File: config.mk
export PLATFORM = sky130hd
export DESIGN_NAME = wrapper_serial_paralelo
export DESIGN_NICKNAME = d
export VERILOG_FILES = /design/src/rtl/wrapper_serial_paralelo.sv
export SDC_FILE = /design/constraint.sdc
export NUM_CORES = 1
export LEC_CHECK = 0
export CAP_MARGIN = 30
export CORE_AREA = 2 2 105 97
export CTS_BUF_LIST = sky130_fd_sc_hd__clkbuf_8
export DETAILED_ROUTE_END_ITERATION = 6
export DIE_AREA = 0 0 107 99
export GPL_TIMING_DRIVEN = 0
export PLACE_DENSITY = 0.74
export SLEW_MARGIN = 10
export SYNTH_ARGS = -nofsm -noshare
export SYNTH_HDL_FRONTEND = slang
export SYNTH_SLANG_ARGS = --single-unit
File: constraint.sdc
create_clock -name sd_clock -period 7.7 [get_ports sd_clock]
set_clock_uncertainty 0.1 [all_clocks]
set_input_delay 1.54 -clock sd_clock [delete_from_list [all_inputs] [get_ports sd_clock]]
set_output_delay 1.54 -clock sd_clock [all_outputs]
set_load 0.01 [all_outputs]
File: src/rtl/wrapper_serial_paralelo.sv
// Purpose: SD CMD-line serial-to-parallel receiver; captures a 48-bit response MSB first, checks CRC7/end bit, flags NCR timeout.
// Latency: complete/parallel valid the cycle after the edge that samples the last frame bit (or the TIMEOUT-th idle sample).
// Backpressure: none on the line; results are held in DONE until enable drops, and enable must go low then high to capture again.
//
// Ports:
//   sd_clock    - receive clock, all sampling on the rising edge
//   reset       - asynchronous active-high reset
//   enable      - level request: high = receive one response, low = abort / return to idle
//   serial      - CMD line from the card (idles high)
//   parallel    - last completed frame, bit n-1 = first bit received
//   complete    - a frame or timeout result is being held
//   timeout_err - no start bit seen within TIMEOUT cycles
//   crc_err     - CRC7 over frame bits [n-1:8] differs from bits [7:1]
//   end_err     - frame bit 0 (end bit) is not 1
module wrapper_serial_paralelo #(
   parameter int n       = 48,
   parameter int TIMEOUT = 64
) (
   input  logic         sd_clock,
   input  logic         reset,
   input  logic         enable,
   input  logic         serial,
   output logic [n-1:0] parallel,
   output logic         complete,
   output logic         timeout_err,
   output logic         crc_err,
   output logic         end_err
);

   localparam int CW = $clog2(n + 1);
   localparam int TW = $clog2(TIMEOUT + 1);

   // Index (in receive order) of the last bit of the frame and of the last
   // bit covered by the CRC (everything above the 7 CRC bits and end bit).
   localparam logic [CW-1:0] LAST_BIT     = CW'(n - 1);
   localparam logic [CW-1:0] CRC_LAST_BIT = CW'(n - 9);
   localparam logic [TW-1:0] TMO_LIMIT    = TW'(TIMEOUT);

   typedef enum logic [1:0] {
      IDLE       = 2'd0,
      WAIT_START = 2'd1,
      RECEIVE    = 2'd2,
      DONE       = 2'd3
   } state_t;

   state_t        state_q,       state_d;
   logic [n-1:0]  shift_q,       shift_d;
   logic [CW-1:0] bit_cnt_q,     bit_cnt_d;
   logic [TW-1:0] tmo_cnt_q,     tmo_cnt_d;
   logic [6:0]    crc_q,         crc_d;
   logic [n-1:0]  parallel_q,    parallel_d;
   logic          complete_q,    complete_d;
   logic          timeout_err_q, timeout_err_d;
   logic          crc_err_q,     crc_err_d;
   logic          end_err_q,     end_err_d;

   // Shift value including the bit being sampled this cycle.
   logic [n-1:0]  frame;

   // One serial step of the CRC7 LFSR, generator x^7 + x^3 + 1.
   function automatic logic [6:0] crc7_step(input logic [6:0] crc, input logic din);
      logic fb;
      fb = crc[6] ^ din;
      return {crc[5:3], crc[2] ^ fb, crc[1:0], fb};
   endfunction

   always_comb begin
      state_d       = state_q;
      shift_d       = shift_q;
      bit_cnt_d     = bit_cnt_q;
      tmo_cnt_d     = tmo_cnt_q;
      crc_d         = crc_q;
      parallel_d    = parallel_q;
      complete_d    = complete_q;
      timeout_err_d = timeout_err_q;
      crc_err_d     = crc_err_q;
      end_err_d     = end_err_q;
      frame         = {shift_q[n-2:0], serial};

      case (state_q)
         IDLE: begin
            if (enable) begin
               tmo_cnt_d = '0;
               crc_d     = '0;
               state_d   = WAIT_START;
            end
         end

         WAIT_START: begin
            if (!enable) begin
               state_d = IDLE;
            end else if (!serial) begin
               // Start bit: it is a 0, so it can be skipped by the CRC.
               shift_d   = {shift_q[n-2:0], 1'b0};
               bit_cnt_d = CW'(1);
               state_d   = RECEIVE;
            end else begin
               tmo_cnt_d = tmo_cnt_q + 1'b1;
               if (tmo_cnt_d == TMO_LIMIT) begin
                  state_d       = DONE;
                  complete_d    = 1'b1;
                  timeout_err_d = 1'b1;
                  crc_err_d     = 1'b0;
                  end_err_d     = 1'b0;
               end
            end
         end

         RECEIVE: begin
            if (!enable) begin
               state_d = IDLE;
            end else begin
               shift_d   = frame;
               bit_cnt_d = bit_cnt_q + 1'b1;
               if (bit_cnt_q <= CRC_LAST_BIT) begin
                  crc_d = crc7_step(crc_q, serial);
               end
               // The CRC is already final here since its last bit came earlier.
               if (bit_cnt_q == LAST_BIT) begin
                  state_d       = DONE;
                  parallel_d    = frame;
                  complete_d    = 1'b1;
                  timeout_err_d = 1'b0;
                  crc_err_d     = (crc_q != frame[7:1]);
                  end_err_d     = ~frame[0];
               end
            end
         end

         DONE: begin
            if (!enable) begin
               state_d       = IDLE;
               complete_d    = 1'b0;
               timeout_err_d = 1'b0;
               crc_err_d     = 1'b0;
               end_err_d     = 1'b0;
            end
         end

         default: begin
            state_d = IDLE;
         end
      endcase
   end

   always_ff @(posedge sd_clock or posedge reset) begin
      if (reset) begin
         state_q       <= IDLE;
         shift_q       <= '0;
         bit_cnt_q     <= '0;
         tmo_cnt_q     <= '0;
         crc_q         <= '0;
         parallel_q    <= '0;
         complete_q    <= 1'b0;
         timeout_err_q <= 1'b0;
         crc_err_q     <= 1'b0;
         end_err_q     <= 1'b0;
      end else begin
         state_q       <= state_d;
         shift_q       <= shift_d;
         bit_cnt_q     <= bit_cnt_d;
         tmo_cnt_q     <= tmo_cnt_d;
         crc_q         <= crc_d;
         parallel_q    <= parallel_d;
         complete_q    <= complete_d;
         timeout_err_q <= timeout_err_d;
         crc_err_q     <= crc_err_d;
         end_err_q     <= end_err_d;
      end
   end

   assign parallel    = parallel_q;
   assign complete    = complete_q;
   assign timeout_err = timeout_err_q;
   assign crc_err     = crc_err_q;
   assign end_err     = end_err_q;

endmodule
-- Word level (Yosys, flattened, before mapping)
Cells that the tools add are included.
W data, S select, Z words.
- word-level logic and storage cells: 86
- ROM bits: 0
- input port bits: 4
- register bits after elaboration: 121
- memories: 0
- output and inout bits: 52
- bits in latches: 0
- bits in writable memories: 0
- reduce and logical (&&, ||, !) cells: 11
- eq/ne operators: 17
- multipliers: 0
- shift-type cells: 0
- add/subtract/negate cells: 2
- divide/modulo/power cells: 0
- order comparisons: 1
- bitwise logic cells: 3
- mux-type cells: 42
- operator list (kind ; number):
    $mux W47 ; 3
    $pmux W47 S2 ; 1
    $mux W7 ; 5
    $pmux W7 S2 ; 2
    $mux W6 ; 3
    $ne A2 B2 Y1 const B ; 9
    $reduce_and A4 Y1 ; 4
    $mux W1 ; 15
    $mux W2 ; 7
    $pmux W1 S3 ; 4
    $pmux W6 S2 ; 1
    $pmux W2 S4 ; 1
    $add A7 B1 Y7 const B ; 1
    $eq A7 B7 Y1 const B ; 1
    $ne A7 B7 Y1 ; 1
    $reduce_and A7 Y1 ; 1
    $add A6 B1 Y6 const B ; 1
    $eq A6 B6 Y1 const B ; 1
    $le A6 B6 Y1 const B ; 1
    $reduce_bool A2 Y1 ; 3
    $eq A2 B2 Y1 const B ; 2
    $ne A4 B4 Y1 const B ; 1
    $ne A3 B3 Y1 const B ; 1
    $reduce_and A3 Y1 ; 1
    5 further kinds ; 6

-- Depth between registers and ports, before layout
- depth after elaboration: 6
- mapped depth: 7
- mapped depth without buffers: 5

-- Worst setup path before layout
No wires, ideal clock.
- path kind: input -> register
- start point: input port enable
- end point: register parallel_q[10], in the netlist parallel[10]
- path buffers: 2
- data required time: 7.475 ns
- path slack: 4.886 ns
- stages: 5
- arrival time: 2.589 ns
- library setup time: 0.125 ns
- cell sequence: nand3b_1 -> or3_1 -> buf_6 -> buf_6 -> mux2_4
- longest elaborated chain between the ends: 1
- ends and longest elaborated chain (element ; RTL line ; RTL):
    start, declared ; 21 ; input logic enable,
    $reduce_and A3 Y1 (no source line) ; -- ;
    end signal, assigned ; 164 ; parallel_q <= parallel_d;
    end, declared ; 51 ; logic [n-1:0] parallel_q, parallel_d;
No other way between the ends.
A chain may end at the register's enable or synchronous reset.

-- Worst setup path in the final report
- start point: input port serial
- end point: register shift_q[2]
- longest elaborated chain between the ends: 2
- ends and longest elaborated chain (element ; RTL line ; RTL):
    start, declared ; 22 ; input logic serial,
    $ne A2 B2 Y1 (no source line) ; -- ;
    $reduce_and A4 Y1 (no source line) ; -- ;
    end signal, assigned ; 160 ; shift_q <= shift_d;
    end, declared ; 47 ; logic [n-1:0] shift_q, shift_d;
No other way between the ends.

==> reports/metrics.yaml <==
die-height_um: 99
start_kind: "primary input"
crit_slowest_cell: "clkdlybuf4s50_1"
slowest_delay_ps: 530
port_buffers: 55
synthToLayoutAreaGrowth_pct: 22.87
crit_type: "primary input to register"
ios: 56
grt_max_degree: 87
ys_warn_count: 0
power.static_leakage_nw: 3.189
synth_top_area_share_pct: 58.81
synth-compound-area-share_pct: 5.468
vias_per_cell: 5.292
vias: 3022
ys_types: 43
post-route-min-period_ps: 3177
finalPower_w: 0.001438
regArea_um2: 3028
setup_tns_ps: 0
reg2reg_depth: 6
cts_tree: "done"
path_clk_slew_ps: 70
wirelength_um: 8825
crit_chain: "clkdlybuf4s50_1 -> nor3b_1 -> o21ai_1 -> buf_2 -> buf_6 -> mux2_2"
worstHoldPathCells: 2
grt_pass1_vias: 3164
synth_common_cells: "dfrtp_1 (121), mux2_2 (49), mux2_4 (44)"
cts-root-buf: "clkbuf_8"
dieArea_um2: 10590
synth_ff_type: "dfrtp_1"
max_freq_mhz: 314.8
crit_fanout: 10
cts_made_buffers: 17
synth_area_leaders: "dfrtp_1 (59%), mux2_4 (13%), mux2_2 (11%)"
worstSkewPairLatency_ps: 420
yosysTopAreaCell: "dfrtp_1"
dp.cells: 539
place_ws_ps: 4052
status: "completed"
yosys.area_share.xor_xnor_pct: 2.041
final_layout_size_suffix_gt1_share_pct: 31.24
die_w_um: 107
drc_errors: 0
ys_seq_area_share_pct: 58.81
gp_congestion: 0.8209
drt-initial-drc-count: 117
syn-num-nets: 363
antenna_found_initial: 0
dr.pass1.iters: 4
hold_end: "parallel[0]$_DFFE_PP0P_"
fill_cells: 685
critPathArrivalTime_ps: 3380
syn-cell-area_um2: 5149
fin_nets: 438
tightest_slew_ps: 451.4
multiInputGateArea_um2: 1984
rsz0062_at_grt: "false"
grt.overflow.total: 0
synth.area.mux_share_pct: 23.94
timing.max_cap.violations: 0
hpwl_um: 5805
ctsLongestPathBuffers: 2
crit_path_end_kind: "register"
post-cts-setup-buffers: 0
synth-async-reset-ratio_pct: 100.0
finalCritPeriodShare_pct: 41.26
synth_seq_cells: 121
diodes: 0
h-tree-depth: 4
rows: 34
grt_usage_pct: 18.40
synth_edf_count: 0
yosys.area_share.simple_pct: 6.610
slew_headroom_pct: 69.91
wl_per_cell_um: 15.46
hold_path.startpoint: "parallel[0]$_DFFE_PP0P_"
yosysMostFrequentCell: "dfrtp_1"
hold_viol_final: 0
yosys.area_share.adder_pct: 0.4860
postSynthAreaPerCell_um2: 14.42
hold_buffers: 0
ir_drop_mv: 0.1513
rr_endpoint: "shift_q[2]$_DFFE_PP0P_"
cts_num_sinks: 121
hold_class: "register to register"
ant_nets: 0
grt_pass1_wl_um: 15210
netlist_instances: 357
reg2reg_slack_ps: 5550
slew_violations: 0
synth_top_family_by_area: "multiplexers"
start_util_pct: 54.27
finalNonFillerCells: 571
critPathRequiredTime_ps: 7900
setup_violations: 0
r2r-start: "state_q[0]$_DFFE_PP0P_"
p_per_area_nw_per_um2: 227.3
core_um2: 9487
layout_setup_ws_ps: 4523
cts_resized: 0
[logic make-up (layout without fill, tap and decap cells)]
group,count (synthesis),count (layout)
buffers and inverters,20,108
adder cells (fa/ha/maj),2,2
flip-flops,121,121
AO/OA/AOI/OAI,42,42
AND/OR/NAND/NOR,65,65
XOR/XNOR,12,12
multiplexers,95,95
[area by class of cell]
cell class,instances,area share (%)
plain buffers,17,1.978
well taps,126,2.492
repair buffers,56,9.138
multi-input cells,216,31.37
inverters,3,0.2571
clock buffers,19,4.134
flip-flops and latches,121,47.86
clock inverters,13,2.769
[cell usage in the layout, fill, tap and decap left out, drive strengths merged, types with 7 or more instances in the layout]
cell | Yosys | routed
a22o | 7 | 7
buf | 13 | 14
clkbuf | 4 | 23
clkdlybuf4s50 | 0 | 55
dfrtp | 121 | 121
mux2 | 93 | 93
nand2 | 19 | 19
nand4 | 7 | 7
nor2 | 9 | 9
o21ai | 16 | 16
xor2 | 9 | 9
[per-stage QoR]
| step | hold slack (ps) | instance area (um2) | utilization [%] |
|---|---|---|---|
| floorplan | 374.9 | 5149 | - |
| global placement | 371.5 | 5857 | 61.74 |
| detailed placement | 380.2 | 5889 | 62.08 |
| CTS | 395.9 | 6326 | 66.68 |
| global route | 423.9 | 6326 | 66.68 |
| finish | 390.2 | 6326 | 66.68 |
[sequential cells by signal, summed over array words and instances (netlist names)]
| signal | flops |
|---|---|
| tmo_cnt_q | 7 |
| bit_cnt_q | 6 |
| timeout_err | 1 |
| state_q | 2 |
| end_err | 1 |
| crc_q | 7 |
| crc_err | 1 |
| parallel | 48 |
| complete | 1 |
| shift_q | 47 |
[worst max-delay path: cells and delay by family]
kind | cells | cell delay, ps
multiplexers | 1 | 340
buffers and inverters | 3 | 1050
AO/OA/AOI/OAI | 1 | 360
AND/OR/NAND/NOR | 1 | 90
[report_power, final]
group | switching (W) | total, W | internal, W | leakage (nW)
logic | 0.0000570 | 0.000115 | 0.0000584 | 1.30
clock network | 0.000251 | 0.000619 | 0.000368 | 0.219
registers | 0.0000353 | 0.000703 | 0.000668 | 1.67
[worst max path at each step]
stage / start / to / slack [ps] / cells past startpoint
after global routing: serial / shift_q[1]$_DFFE_PP0P_ / 4420 / 6
after global placement: reset / tmo_cnt_q[5]$_DFFE_PP0P_ / 1260 / 2
after floorplan: reset / bit_cnt_q[0]$_DFFE_PP0P_ / 2850 / 1
after CTS: serial / shift_q[2]$_DFFE_PP0P_ / 4510 / 6
final: serial / shift_q[2]$_DFFE_PP0P_ / 4520 / 6
after detailed placement: serial / shift_q[2]$_DFFE_PP0P_ / 4050 / 6
[routing by layer]
layer  GRT usage, %  vias up  wire length, um
met2          27.93       66             4130
met3          5.622       10              354
met1          24.86     1509             4254
met4          7.493        0               87
met5              0        -                0
li1               -     1437                -
Note: power is estimated with default switching activity, not from simulation.
